<file path="src/rtl/prom_7116_reader.sv">
// Burst reader for a 512x4 asynchronous PROM (7116-class): presents ADDR..ADDR+COUNT
// one nibble at a time on a VALID/READY stream, covering access and disable times with counters.
module prom_7116_reader #(
  parameter int WAIT_CYCLES = 3,
  parameter int DIS_CYCLES  = 2
) (
  input  logic       CLK,
  input  logic       nRESET,
  input  logic       START,
  input  logic [8:0] ADDR,
  input  logic [8:0] COUNT,
  output logic       BUSY,
  output logic [3:0] DATA,
  output logic       VALID,
  input  logic       READY,
  output logic       DONE,
  output logic       nE,
  output logic [8:0] A,
  input  logic [3:0] Q
);

  typedef enum logic [1:0] {
    ST_IDLE,
    ST_WAIT,
    ST_PRESENT,
    ST_GAP
  } state_t;

  localparam logic [3:0] WAIT_INIT = 4'(WAIT_CYCLES);
  localparam logic [3:0] GAP_INIT  = 4'(DIS_CYCLES);

  state_t     state_q, state_d;
  logic [8:0] a_q, a_d;
  logic       ne_q, ne_d;
  logic [3:0] data_q, data_d;
  logic       valid_q, valid_d;
  logic       busy_q, busy_d;
  logic       done_q, done_d;
  logic [8:0] rem_q, rem_d;
  logic [3:0] wait_q, wait_d;
  logic [3:0] gap_q, gap_d;

  always_comb begin
    state_d = state_q;
    a_d     = a_q;
    ne_d    = ne_q;
    data_d  = data_q;
    valid_d = valid_q;
    busy_d  = busy_q;
    done_d  = 1'b0;
    rem_d   = rem_q;
    wait_d  = wait_q;
    gap_d   = gap_q;

    case (state_q)
      ST_IDLE: begin
        if (START) begin
          a_d     = ADDR;
          ne_d    = 1'b0;
          busy_d  = 1'b1;
          rem_d   = COUNT;
          wait_d  = WAIT_INIT;
          state_d = ST_WAIT;
        end
      end

      // Capture happens one edge after the counter has run down, giving WAIT_CYCLES+1 edges of access time
      ST_WAIT: begin
        if (wait_q == 4'd0) begin
          data_d  = Q;
          valid_d = 1'b1;
          state_d = ST_PRESENT;
        end else begin
          wait_d = wait_q - 4'd1;
        end
      end

      ST_PRESENT: begin
        if (READY) begin
          valid_d = 1'b0;
          if (rem_q != 9'd0) begin
            a_d     = a_q + 9'd1;
            rem_d   = rem_q - 9'd1;
            wait_d  = WAIT_INIT;
            state_d = ST_WAIT;
          end else begin
            done_d  = 1'b1;
            ne_d    = 1'b1;
            gap_d   = GAP_INIT;
            state_d = ST_GAP;
          end
        end
      end

      ST_GAP: begin
        if (gap_q == 4'd0) begin
          busy_d  = 1'b0;
          state_d = ST_IDLE;
        end else begin
          gap_d = gap_q - 4'd1;
        end
      end

      default: begin
        state_d = ST_IDLE;
      end
    endcase
  end

  always_ff @(posedge CLK or negedge nRESET) begin
    if (!nRESET) begin
      state_q <= ST_IDLE;
      a_q     <= 9'd0;
      ne_q    <= 1'b1;
      data_q  <= 4'd0;
      valid_q <= 1'b0;
      busy_q  <= 1'b0;
      done_q  <= 1'b0;
      rem_q   <= 9'd0;
      wait_q  <= 4'd0;
      gap_q   <= 4'd0;
    end else begin
      state_q <= state_d;
      a_q     <= a_d;
      ne_q    <= ne_d;
      data_q  <= data_d;
      valid_q <= valid_d;
      busy_q  <= busy_d;
      done_q  <= done_d;
      rem_q   <= rem_d;
      wait_q  <= wait_d;
      gap_q   <= gap_d;
    end
  end

  assign BUSY  = busy_q;
  assign DATA  = data_q;
  assign VALID = valid_q;
  assign DONE  = done_q;
  assign nE    = ne_q;
  assign A     = a_q;

endmodule

</file>
<file path="config.mk">
export PLATFORM = sky130hd
export DESIGN_NAME = prom_7116_reader
export DESIGN_NICKNAME = d
export VERILOG_FILES = /design/src/rtl/prom_7116_reader.sv
export SDC_FILE = /design/constraint.sdc
export NUM_CORES = 1
export LEC_CHECK = 0
export CORE_MARGIN = 2
export CORE_UTILIZATION = 46
export DETAILED_ROUTE_END_ITERATION = 10
export PLACE_DENSITY_LB_ADDON = 0.1
export SLEW_MARGIN = 20
export SYNTH_ARGS = -nofsm -noshare
export SYNTH_HDL_FRONTEND = slang
export SYNTH_SLANG_ARGS = --single-unit
</file>
<file path="constraint.sdc">
create_clock -name CLK -period 1.9 [get_ports CLK]
set_clock_uncertainty 0.15 [all_clocks]
set_input_delay 0.475 -clock CLK [delete_from_list [all_inputs] [get_ports CLK]]
set_output_delay 0.475 -clock CLK [all_outputs]
set_load 0.01 [all_outputs]
</file>
==> run summary <==
Hold slack final: 332 ps
Startpoint Class: register
Mean Syn Cell Area: 9.61 um2
Prevailing post-synth register cell: dfrtp_1
Net Switching: 0.00185 W
Post-DP Area: 2790 um2
Post-route ant nets: 0
Top cells by count, synth: 35 x dfrtp_1, 19 x o21ai_0, 16 x nor2_1, 15 x nand2_1, 14 x a21oi_1
Max Cap Viol: 0
Buf/Inv on CP: 3
RSZ-0062 raised after global routing: yes
Synth warn: 0
Clock Path Buffers: 2
Crit end category: register
Die Span Y: 71.5 um
Seq/Total Area, Yosys: 43.1%
Synth area leaders: dfrtp_1 42%, o21ai_0 4.5%, a21oi_1 3.3%
CTS tree: done
Peak Freq: 517 MHz
Slew @ Worst Pin: 345 ps
Number of diodes: 0
Post-synth top area share: 41.8%
Setup WS pre-CTS: -319 ps
Boundary Pins: 43
Initial antenna violation count: 0
Top delay family on crit path: simple AND/OR/NAND/NOR gates
Die W: 71.5 um
Int Power: 0.00286 W
Mapped cell area: 2090 um2
Routability cong.: 0.803
Number of synthesized register bits: 36
Drt wl/cell: 14.6 um
Mux cell area share after synthesis: 5.08%
Top cell type by total area after synthesis: dfrtp_1
Fin area: 3070 um2
Routed via count: 1962
Port Buffer Count: 42
Crit path arrival time: 2010 ps
Logic pwr share: 57.8%
Layout cells sized above 1: 30.8%
Layout area overhead: 46.4%
Critical path cell sequence: inv_2, ha_4, or3b_4, nor4_4, buf_6, buf_12, or4_1, nand3_1
Clock Sinks: 36
Compound-cell area share of the yosys netlist: 21.6%
Largest net degree at the start of global routing: 23
Design Power: 0.00471 W
Synth async-reset ratio: 100%
Gr usage total: 20.8%
First-pass DRT Iterations: 4
Worst reg2reg setup slack: -40 ps
Clk slew on worst S/H paths: 80 ps
Vias in the first global route: 1791
Post-synthesis simple-gate area fraction: 21.0%
Final period demand of the worst path: 1940 ps
Failing checks: setup timing
Most common cell in the netlist: dfrtp_1
Crit Path Max Fanout: 6
Critical Path RT: 1980 ps
Post-Synthesis Cells: 218
EDFF count, synth: 0
Main combinational cell family by area after synthesis: compound AO/OA/AOI/OAI gates
Total CTS buffers: 5
Status: finished, violations left
Final hold vios: 0
Clock network fraction of total power: 12.3%
Sw frac: 39.3%
DPL Wire Length: 3.67 mm
Seq pwr share: 29.9%
Core Rows: 24
Final Net Count: 332
Global-route wire length before repair: 8.41 mm
Worst r2r path cells: 8
Worst min-delay path category: reg -> reg
Routed WL: 5.17 mm
Die ar.: 5110 um2
Final worst slack: -35.1 ps
Total congestion overflow: 0
DRT iter0 DRCs: 126
Fin crit share: 102%
Post-synth cell types: 53
Slowest CP cell: or4_1
Initial core utilization: 47.8%
Synth Area in XOR/XNOR: 0.418%
Insertion delay to the later sink of the worst-skew pair: 290 ps
Number of buffers inserted by hold repair at cts: 0
Synth Area in Adders: 2.99%
Fin. max-slew vios: 0
Core Area: 4380 um2
Worst vdd ir: 0.835 mV
H-tree depth: 2
Cell Pwr Density: 1540 nW/um2
Setup CP Type: reg -> reg
Leakage: 1.33 nW
Hold depth: 2
Syn_nets: 249
Vias per cell: 5.54
Slew HR: 76.9%
# DRC: 0
Final setup vio count: 4
Worst path depth: 8
Worst path max stage delay: 470 ps
CTS Root Cell: clkbuf_8
## cells in the final DEF (no fill, tap or decap), drive strengths merged, types with 4 or more instances in the layout
cell            n
clkbuf          9
a211oi          4
ha              5
nand3          10
or3             4
a2bb2oi         5
a21oi          14
a31oi           5
nand4           4
clkdlybuf4s50  39
nor3            6
mux2            5
nand2          15
inv            10
buf            46
nor4            5
nor2           17
mux2i           5
dfrtp          35
o21ai          21
## routing by layer
| layer | wire length, um | up-vias | GRT usage (%) |
|---|---|---|---|
| met4 | 56 | 0 | 6.92 |
| met2 | 2460 | 48 | 33.6 |
| met3 | 246 | 5 | 3.09 |
| met1 | 2410 | 932 | 28.9 |
| met5 | 0 | - | 0 |
| li1 | - | 977 | - |
## state kept, by name, indices dropped and copies added (netlist names)
register	count
A	9
BUSY	1
wait_q	4
state_q	2
VALID	1
rem_q	9
DONE	1
nE	1
DATA	4
gap_q	4
## metrics by stage
| stage | instances | util [%] | TNS [ps] |
|---|---|---|---|
| 3_3_place_gp | 335 | 63.7 | -5230 |
| 3_5_place_dp | 335 | 63.7 | -6020 |
| 2_1_floorplan | 218 | - | -138 |
| 5_1_grt | 354 | 69.9 | -1230 |
| 4_1_cts | 348 | 67.2 | -57.0 |
| 6_report | 354 | 69.9 | -61.2 |
## cell families after synthesis
family                     count (synthesis)
DFF                                       36
muxes                                     10
xor gates and xnor gates                   1
and+or+nand+nor                           76
AOI/OAI and AO/OA                         67
buffers and inverters                     23
adders and majority gates                  5
## power by group through the flow
stage / Clock, W / Sequential, W / Combinational, W
final: 0.000578 / 0.00141 / 0.00272
after global routing: 0.000614 / 0.00147 / 0.00297
after CTS: 0.000587 / 0.00141 / 0.00257
after detailed placement: 0 / 0.00145 / 0.00240
after global placement: 0 / 0.00144 / 0.00237
after floorplan: 0 / 0.00148 / 0.00141
## worst register-to-register path, delay by kind of cell, from the launching register on
kind,cells,cell delay (ps)
DFF,1,370
adders and majority gates,1,160
and+or+nand+nor,4,850
buffers and inverters,3,340
## worst paths after layout
path / start / to
hold / removal: VALID / VALID
min in group asynchronous: nRESET / A[4]
setup / recovery: rem_q[0] / A[0]
max in group asynchronous: nRESET / A[2]
hold reg to reg: VALID / VALID
setup reg to reg: rem_q[0] / A[0]
## area by class of cell
type,count,area (um2)
inverter,10,37.5
sequential,36,903
clock buffer,8,90.1
timing repair buffer,89,818
multi-input combinational,159,1150
fill,344,1320
tap,52,65.1
## timing repair
item                                    CTS  global route
pin swaps                                 1             2
gates resized for setup                  10            20
gates cloned                              0             1
endpoints found under the setup margin   20            27
setup buffers                             5             5
hold endpoints to repair                  0             0
Power figures use the tool's default switching activity.
